`config.mk`:
```
export PLATFORM = sky130hd
export DESIGN_NAME = fifo32_rd_ctrl_flat
export DESIGN_NICKNAME = d
export VERILOG_FILES = /design/src/rtl/fifo32_pkg.sv /design/src/rtl/fifo32_rd_ctrl_if.sv /design/src/rtl/fifo32_level.sv /design/src/rtl/fifo32_rd_ctrl.sv /design/src/flat_wrapper.sv
export SDC_FILE = /design/constraint.sdc
export NUM_CORES = 1
export LEC_CHECK = 0
export CAP_MARGIN = 30
export CELL_PAD_IN_SITES_DETAIL_PLACEMENT = 0
export CELL_PAD_IN_SITES_GLOBAL_PLACEMENT = 1
export CORE_MARGIN = 10
export CORE_UTILIZATION = 28
export CTS_CLUSTER_DIAMETER = 30
export DETAILED_ROUTE_END_ITERATION = 16
export PLACE_DENSITY = 0.78
export SLEW_MARGIN = 20
export SYNTH_ARGS = -nofsm -noshare
export SYNTH_HDL_FRONTEND = slang
export SYNTH_HIERARCHICAL = 1
export SYNTH_SLANG_ARGS = --single-unit
export TNS_END_PERCENT = 20
```
`constraint.sdc`:
```
create_clock -name clk -period 2.7 [get_ports clk]
set_clock_uncertainty 0.1 [all_clocks]
set_input_delay 0.54 -clock clk [delete_from_list [all_inputs] [get_ports clk]]
set_output_delay 0.54 -clock clk [all_outputs]
set_load 0.02 [all_outputs]
```
`src/rtl/fifo32_pkg.sv`:
```
// Shared constants, pointer type and pointer arithmetic for the 32-entry
// bit-sliced circular buffer; used by both the read and write controllers.
package fifo32_pkg;

  localparam int DEPTH  = 32;
  localparam int ADDR_W = 5;
  localparam int PTR_W  = 6;

  // Bit 5 is the wrap bit; it tells full from empty when the address bits match.
  typedef logic [PTR_W-1:0] ptr_t;

  function automatic ptr_t ptr_diff(input ptr_t a, input ptr_t b);
    return a - b;
  endfunction

endpackage

```
`src/rtl/fifo32_rd_ctrl_if.sv`:
```
// Read-side bundle: writer pointer, RAM read port, output stage and status.
// The slave modport belongs to fifo32_rd_ctrl; master is the surrounding system.
interface fifo32_rd_ctrl_if #(
  parameter int WIDTH = 8
);
  import fifo32_pkg::*;

  ptr_t               wr_ptr;
  logic [ADDR_W-1:0]  rd_addr;
  logic [WIDTH-1:0]   ram_rdata;
  ptr_t               rd_ptr;
  logic [WIDTH-1:0]   dout;
  logic               dout_valid;
  logic               dout_ready;
  logic               flush;
  logic               empty;
  logic               aempty;
  logic [PTR_W-1:0]   level;
  logic               err;

  modport master (
    output wr_ptr, ram_rdata, dout_ready, flush,
    input  rd_addr, rd_ptr, dout, dout_valid, empty, aempty, level, err
  );

  modport slave (
    input  wr_ptr, ram_rdata, dout_ready, flush,
    output rd_addr, rd_ptr, dout, dout_valid, empty, aempty, level, err
  );

endinterface

```
`src/rtl/fifo32_level.sv`:
```
// Occupancy arithmetic from the two pointers: level, empty, almost-empty and
// the overrun compare (built only when FIFO32_RD_ERRCHK_EN is defined).
module fifo32_level
  import fifo32_pkg::*;
#(
  parameter int AEMPTY_TH = 4
) (
  input  ptr_t             wr_ptr_i,
  input  ptr_t             rd_ptr_i,
  input  logic             out_valid_i,
  output logic             buf_empty_o,
  output logic [PTR_W-1:0] level_o,
  output logic             empty_o,
  output logic             aempty_o,
  output logic             overrun_o
);

  ptr_t diff;

  assign diff        = ptr_diff(wr_ptr_i, rd_ptr_i);
  assign buf_empty_o = (wr_ptr_i == rd_ptr_i);
  // The output stage counts as one held word, so level reaches 33 when full.
  assign level_o     = diff + PTR_W'(out_valid_i);
  assign empty_o     = buf_empty_o && !out_valid_i;
  assign aempty_o    = (int'(level_o) <= AEMPTY_TH);

`ifdef FIFO32_RD_ERRCHK_EN
  assign overrun_o   = (diff > PTR_W'(DEPTH));
`else
  assign overrun_o   = 1'b0;
`endif

endmodule

```
`src/rtl/fifo32_rd_ctrl.sv`:
```
// Read controller for the 32-entry ramd32x1 buffer: stages RAM data into a
// valid/ready register. Define FIFO32_RD_ERRCHK_EN to build the sticky err flag.
module fifo32_rd_ctrl
  import fifo32_pkg::*;
#(
  parameter int WIDTH     = 8,
  parameter int AEMPTY_TH = 4
) (
  input logic              clk,
  input logic              mr,
  fifo32_rd_ctrl_if.slave  bus
);

  ptr_t             rd_ptr_q, rd_ptr_d;
  logic [WIDTH-1:0] dout_q, dout_d;
  logic             dout_valid_q, dout_valid_d;
  logic             buf_empty;
  logic             load;
  logic             overrun;

  fifo32_level #(
    .AEMPTY_TH (AEMPTY_TH)
  ) u_level (
    .wr_ptr_i    (bus.wr_ptr),
    .rd_ptr_i    (rd_ptr_q),
    .out_valid_i (dout_valid_q),
    .buf_empty_o (buf_empty),
    .level_o     (bus.level),
    .empty_o     (bus.empty),
    .aempty_o    (bus.aempty),
    .overrun_o   (overrun)
  );

  // Refill whenever the stage is free or is being emptied this cycle.
  assign load = !buf_empty && (!dout_valid_q || bus.dout_ready);

  always_comb begin
    // NOTE: every next-state value gets a hold default first, so no path leaves it unassigned and no latch is inferred.
    rd_ptr_d     = rd_ptr_q;
    dout_d       = dout_q;
    dout_valid_d = dout_valid_q;
    if (bus.flush) begin
      rd_ptr_d     = bus.wr_ptr;
      dout_valid_d = 1'b0;
    end else if (load) begin
      dout_d       = bus.ram_rdata;
      dout_valid_d = 1'b1;
      rd_ptr_d     = rd_ptr_q + PTR_W'(1);
    end else if (dout_valid_q && bus.dout_ready) begin
      dout_valid_d = 1'b0;
    end
  end

  // NOTE: sequential state uses non-blocking assignments so all registers update together from pre-edge values.
  always_ff @(posedge clk or posedge mr) begin
    if (mr) begin
      rd_ptr_q     <= '0;
      dout_q       <= '0;
      dout_valid_q <= 1'b0;
    end else begin
      rd_ptr_q     <= rd_ptr_d;
      dout_q       <= dout_d;
      dout_valid_q <= dout_valid_d;
    end
  end

`ifdef FIFO32_RD_ERRCHK_EN
  logic err_q;

  // Sticky: only mr clears it; flush deliberately leaves it set.
  always_ff @(posedge clk or posedge mr) begin
    if (mr) begin
      err_q <= 1'b0;
    end else if (overrun) begin
      err_q <= 1'b1;
    end
  end

  assign bus.err = err_q;
`else
  wire unused_overrun = overrun;

  assign bus.err = 1'b0;
`endif

  assign bus.rd_ptr     = rd_ptr_q;
  assign bus.rd_addr    = rd_ptr_q[ADDR_W-1:0];
  assign bus.dout       = dout_q;
  assign bus.dout_valid = dout_valid_q;

endmodule
```
`src/flat_wrapper.sv`:
```
// flat-port wrapper written by rule: the top's interface ports become plain ports
module fifo32_rd_ctrl_flat import fifo32_pkg::*;
#(
  parameter int WIDTH     = 8,
  parameter int AEMPTY_TH = 4
)
  (clk, mr, bus_wr_ptr, bus_ram_rdata, bus_dout_ready, bus_flush, bus_rd_addr, bus_rd_ptr, bus_dout, bus_dout_valid, bus_empty, bus_aempty, bus_level, bus_err);
  fifo32_rd_ctrl_if #(.WIDTH(WIDTH)) bus_i ();
  input logic clk;
  input logic mr;
  input wire logic [$bits(bus_i.wr_ptr)-1:0] bus_wr_ptr;
  input wire logic [$bits(bus_i.ram_rdata)-1:0] bus_ram_rdata;
  input wire logic [$bits(bus_i.dout_ready)-1:0] bus_dout_ready;
  input wire logic [$bits(bus_i.flush)-1:0] bus_flush;
  output wire logic [$bits(bus_i.rd_addr)-1:0] bus_rd_addr;
  output wire logic [$bits(bus_i.rd_ptr)-1:0] bus_rd_ptr;
  output wire logic [$bits(bus_i.dout)-1:0] bus_dout;
  output wire logic [$bits(bus_i.dout_valid)-1:0] bus_dout_valid;
  output wire logic [$bits(bus_i.empty)-1:0] bus_empty;
  output wire logic [$bits(bus_i.aempty)-1:0] bus_aempty;
  output wire logic [$bits(bus_i.level)-1:0] bus_level;
  output wire logic [$bits(bus_i.err)-1:0] bus_err;
  assign bus_i.wr_ptr = bus_wr_ptr;
  assign bus_i.ram_rdata = bus_ram_rdata;
  assign bus_i.dout_ready = bus_dout_ready;
  assign bus_i.flush = bus_flush;
  assign bus_rd_addr = bus_i.rd_addr;
  assign bus_rd_ptr = bus_i.rd_ptr;
  assign bus_dout = bus_i.dout;
  assign bus_dout_valid = bus_i.dout_valid;
  assign bus_empty = bus_i.empty;
  assign bus_aempty = bus_i.aempty;
  assign bus_level = bus_i.level;
  assign bus_err = bus_i.err;
  fifo32_rd_ctrl #(.WIDTH(WIDTH), .AEMPTY_TH(AEMPTY_TH)) u_core (.clk(clk), .mr(mr), .bus(bus_i));
endmodule
```
==> out/qor.txt, run 1 <==
Int Pwr = 0.000742 W
Post-route DRC = 0
Final ANT Viol Nets = 0
Synth-to-Final Area Change = 71.1%
GRT met2 Usage = 0.158
Die Span Y = 83.6 um
CTS root buf = clkbuf_8
Core ar. = 3970 um2
Clock transition at the registers of the reported paths = 0.06 ns
Global Route Usage Sum = 0.0938
CTS Buf Count = 3
Gr busiest metal = met2
Vias per cell = 4.77
Fin Setup TNS = -0.812 ns
Switching pwr = 0.000455 W
Layout cell share with drive strength beyond 1 = 0.400
First-pass GRT wire length = 5580 um
Drt first-iter violations = 43
Hold Buf Count CTS = 0
Hold path endpoint = u_core/bus.dout[2]
Hold Startpoint = u_core/bus.dout[2]
Syn_nets = 148
Max cap viols = 0
Clk_lat worst skew = 0.24 ns
Static Leak = 0.811 nW
DR vias = 1,097
Rel. slew slack = 0.599
Max Fclk = 330 MHz
First drt pass iteration count = 4
Reg-to-reg setup timing slack = 0.61 ns
RR Endpoint = u_core/bus.rd_ptr[5]
Combinational power share = 0.621
Clk sink count = 15
Final WL = 3370 um
WL per Instance = 14.6 um
Met3 global-route usage = 0.0371
Synthesized area = 1130 um2
VDD IR-drop max = 0.000340 V
Maximum clock path buffer count = 2
Mapped Cells = 118
H-Tree Depth = 1
Critical path fanouts, max = 2
FP Rows = 23
Max Slew Vio Count = 0
Worst-Margin Slew = 0.601 ns
HPWL Detailed = 2800 um
Met1 Resource Use GR = 0.108
Post-route insts no fill = 230
Worst setup slack after layout = -0.330 ns
Pwr/cell area = 617 nW/um2
Hold Fails Final Rpt = 0
Req. time, crit path = 2.06 ns
Antenna fix cells = 0
Placed instance count = 226
WP data arrival = 2.39 ns
Initial core utilization = 0.285
RePlAce Congestion = 0.770
I/O pin cnt = 47
Gr ovfl total = 0
RSZ-0062 raised after global routing = true
Setup WS pre-CTS = -1.16 ns
Vias in the first global route = 1,168
Synthesis warning total = 6
Hold path depth = 1
Status = finished with violations
Sw Share = 0.380
Die area = 6990 um2
Minimum clock period = 3.03 ns
# nets final = 211
Hold crit path type = flip-flop to flip-flop
Worst r2r path cells = 9
# setup viols final = 4
CP startpoint kind = input pin
Die width = 83.6 um
Clk pwr share = 0.148
Largest net degree at the start of global routing = 16
Reg power frac = 0.231
Syn avg cell area = 9.61 um2
Antenna violations before repair = 0
Failing checks = setup timing
RR Startpoint = u_core/bus.rd_ptr[4]
WS Path Type = input pin to output port
Port bufs = 45
CTS tree = built
Final period utilization = 1.12
Layout fillers = 369
Critical Path End Type = output port
## registers in the layout, summed over array words and instances (netlist names)
| signal | cells |
|---|---|
| u_core/bus.dout | 8 |
| u_core/bus.dout_valid | 1 |
| u_core/bus.rd_ptr | 6 |
## critical path, stage by stage
cell and delay, ns:
clkdlybuf4s50_1 0.43, ha_1 0.31, ha_2 0.33, nor2_1 0.06, o21a_1 0.17, buf_4 0.14
nor4_4 0.23, buf_4 0.18
## layer usage
layer	wire, um	part of all wire
met1	1470	0.44
met2	1600	0.48
met3	290	0.086
met4	9	0.0027
met5	0	0
## stage by stage
step	area, um2	util	hold slack (ns)	power [W]
final	1940	0.488	0.404	0.00120
after global routing	1940	0.488	0.424	0.00128
after CTS	1940	0.488	0.408	0.00121
after detailed placement	1830	0.461	0.395	0.000998
after global placement	1830	0.461	0.389	0.000985
after floorplan	1210	-	0.341	0.000675
## cell type report
| type | instances | area (um2) | share of cell area |
|---|---|---|---|
| Multi-Input combinational cell | 80 | 791 | 0.408 |
| Timing Repair Buffer | 67 | 608 | 0.314 |
| Sequential cell | 15 | 380 | 0.196 |
| Tap cell | 50 | 62.6 | 0.0323 |
| Inverter | 14 | 52.6 | 0.0271 |
| Clock buffer | 4 | 45.0 | 0.0232 |
## power by group through the flow
stage | logic [W] | clock network (W) | registers, W
global placement | 0.000707 | 0 | 0.000278
floorplan | 0.000349 | 0 | 0.000326
finish | 0.000743 | 0.000178 | 0.000276
global route | 0.000803 | 0.000199 | 0.000280
CTS | 0.000752 | 0.000181 | 0.000276
detailed placement | 0.000719 | 0 | 0.000279
## worst max-delay path by stage
stage,start,endpoint
detailed placement,bus_wr_ptr[1],bus_aempty
global placement,bus_wr_ptr[1],bus_aempty
global route,u_core/bus.rd_ptr[0],bus_aempty
finish,bus_wr_ptr[4],bus_aempty
floorplan,u_core/bus.dout_valid,bus_aempty
CTS,u_core/bus.rd_ptr[0],bus_aempty
## placed cells by master (no fill, tap or decap), types with 4 or more instances in the layout
| master | count |
|---|---|
| nand3_1 | 4 |
| ha_4 | 8 |
| clkdlybuf4s50_1 | 34 |
| buf_4 | 23 |
| a31oi_1 | 4 |
| inv_1 | 10 |
| mux2_2 | 8 |
| dfrtp_1 | 11 |
| dfrtp_2 | 4 |
| nor2_1 | 8 |
## timing repair
action / 4_1_cts / 5_1_grt
setup endpoints to repair: 7 / 6
pin swaps: 12 / 4
setup buffers: 0 / 0
gates resized for setup: 48 / 1
Note: power is estimated with default switching activity, not from simulation.
==> inputs of run 2 (changes only) <==
--- a/config.mk
+++ b/config.mk
@@ -6,10 +6,8 @@
 export NUM_CORES = 1
 export LEC_CHECK = 0
 export CAP_MARGIN = 30
-export CELL_PAD_IN_SITES_DETAIL_PLACEMENT = 0
-export CELL_PAD_IN_SITES_GLOBAL_PLACEMENT = 1
 export CORE_MARGIN = 10
-export CORE_UTILIZATION = 28
+export CORE_UTILIZATION = 38
 export CTS_CLUSTER_DIAMETER = 30
 export DETAILED_ROUTE_END_ITERATION = 16
 export PLACE_DENSITY = 0.78
==> constraint.sdc (replaced) <==
create_clock -name clk -period 2.7 [get_ports clk]
set_clock_uncertainty 0.1 [all_clocks]
set_input_delay 0.54 -clock clk [delete_from_list [all_inputs] [get_ports clk]]
set_output_delay 0.54 -clock clk [all_outputs]
set_load 0.1 [all_outputs]
==> out/qor.txt, run 2 (same netlist as run 1, synthesis figures left out) <==
Status = finished with violations
Failing checks = setup timing
Commonest non-fill, non-tap cell in the layout = buf_4
Clock transition at the registers of the reported paths = 0.08 ns
Worst r2r path cells = 8
CP startpoint kind = input pin
Synth-to-Final Area Change = 76.6%
Slowest-stage cell, CP = clkdlybuf4s50_1
Rel. slew slack = 0.621
Largest net degree at the start of global routing = 16
Critical Path End Type = output port
Crit path top cell by count = ha_4
Max Slew Vio Count = 0
Max stage delay on crit path = 0.55 ns
Die area = 5570 um2
Core ar. = 2810 um2
CTS root buf = clkbuf_4
Maximum clock path buffer count = 2
Final period utilization = 1.20
Req. time, crit path = 2.06 ns
I/O pin cnt = 47
Hold crit path type = flip-flop to flip-flop
Max cap viols = 0
Fin area = 2000 um2
Clk sink count = 15
H-Tree Depth = 1
Worst setup slack after layout = -0.539 ns
RR Startpoint = u_core/bus.rd_ptr[3]
Die width = 74.6 um
Global Route Usage Sum = 0.145
Worst hold margin = 0.421 ns
First drt pass iteration count = 4
Crit path launch = bus_wr_ptr[3]
Vias in the first global route = 1,303
Crit-path cells = clkdlybuf4s50_1 > ha_4 > ha_4 > a311oi_4 > o21a_1 > buf_4 > nor4_4 > buf_12
Drt first-iter violations = 48
# nets final = 213
# setup viols final = 7
Critical path fanouts, max = 4
RR Endpoint = u_core/bus.dout[3]
WP data arrival = 2.60 ns
CTS tree = built
Port bufs = 45
Reg-to-reg setup timing slack = 0.47 ns
Placed Area = 1820 um2
HPWL Detailed = 3060 um
DR vias = 1,142
Initial core utilization = 0.404
FP Rows = 19
Pwr/cell area = 945 nW/um2
Minimum clock period = 3.24 ns
RSZ-0062 raised after global routing = true
Hold Fails Final Rpt = 0
Final ANT Viol Nets = 0
Antenna violations before repair = 0
Max Fclk = 309 MHz
Worst-Margin Slew = 0.567 ns
Gr ovfl total = 0
CP Capture Point = bus_aempty
WS Path Type = input pin to output port
Static Leak = 0.874 nW
Final WL = 3870 um
RePlAce Congestion = 0.837
Die Span Y = 74.6 um
Antenna fix cells = 0
Post-route DRC = 0
Vias per cell = 5.36
CTS Buf Count = 3
Layout cell share with drive strength beyond 1 = 0.527
Clk_lat worst skew = 0.28 ns
First-pass GRT wire length = 6290 um
Number of flip-flops in the largest register = 8
WL per Instance = 18.2 um
Most frequent cells in the layout = buf_4 (42), clkdlybuf4s50_1 (14), dfrtp_1 (11)
VDD IR-drop max = 0.000713 V
==> run 2: cell type report <==
| type | count | area, um2 |
|---|---|---|
| Multi-Input combinational cell | 80 | 827 |
| Fill cell | 203 | 803 |
| Timing Repair Buffer | 69 | 664 |
| Sequential cell | 15 | 388 |
| Inverter | 14 | 57.6 |
| Tap cell | 31 | 38.8 |
| Clock buffer | 4 | 26.3 |
==> run 2: power breakdown <==
part / internal [W] / leakage [nW] / switching (W)
registers: 0.000259 / 0.171 / 0.0000205
clock network: 0.0000573 / 0.0150 / 0.0000687
logic: 0.000518 / 0.688 / 0.000970
==> run 2: worst max-delay path: cells and delay by family <==
family / cells / cell delay (ns)
adders and majority gates: 2 / 0.54
AOI/OAI and AO/OA: 2 / 0.32
and+or+nand+nor: 1 / 0.29
buffers and inverters: 3 / 0.90
==> run 2: worst min path at each step <==
stage | startpoint | slack [ns] | end | cells after the start
4_1_cts | u_core/bus.dout[1] | 0.42 | u_core/bus.dout[1] | 1
2_1_floorplan | mr | 0.34 | u_core/bus.dout[0] | 1
6_report | u_core/bus.dout[1] | 0.42 | u_core/bus.dout[1] | 1
5_1_grt | u_core/bus.dout[2] | 0.44 | u_core/bus.dout[2] | 1
3_3_place_gp | u_core/bus.dout[3] | 0.39 | u_core/bus.dout[3] | 1
3_5_place_dp | u_core/bus.dout[1] | 0.40 | u_core/bus.dout[1] | 1
==> run 2: metal layers <==
layer	global-route usage	vias to the layer above	wire (um)
li1	-	536	-
met1	0.157	562	1480
met2	0.267	34	2100
met3	0.0342	10	186
met4	0.0546	0	105
met5	0	-	0
==> run 2: per-stage QoR <==
step / total power [W] / cells / setup slack [ns] / utilization / TNS [ns]
final: 0.00189 / 213 / -0.539 / 0.714 / -1.79
after global routing: 0.00197 / 213 / -0.616 / 0.714 / -2.28
after CTS: 0.00185 / 212 / -0.556 / 0.700 / -1.80
after detailed placement: 0.00165 / 208 / -0.852 / 0.648 / -4.26
after global placement: 0.00162 / 208 / -0.819 / 0.648 / -3.45
after floorplan: 0.00120 / 118 / -1.39 / - / -5.70
==> run 2: what timing repair did <==
action,CTS,global route
setup endpoints to repair,7,7
resized for setup,27,5
hold buffers,0,0
gates cloned,0,0
endpoints found under the hold margin,0,0
buffers inserted,0,1
pin swaps,10,10
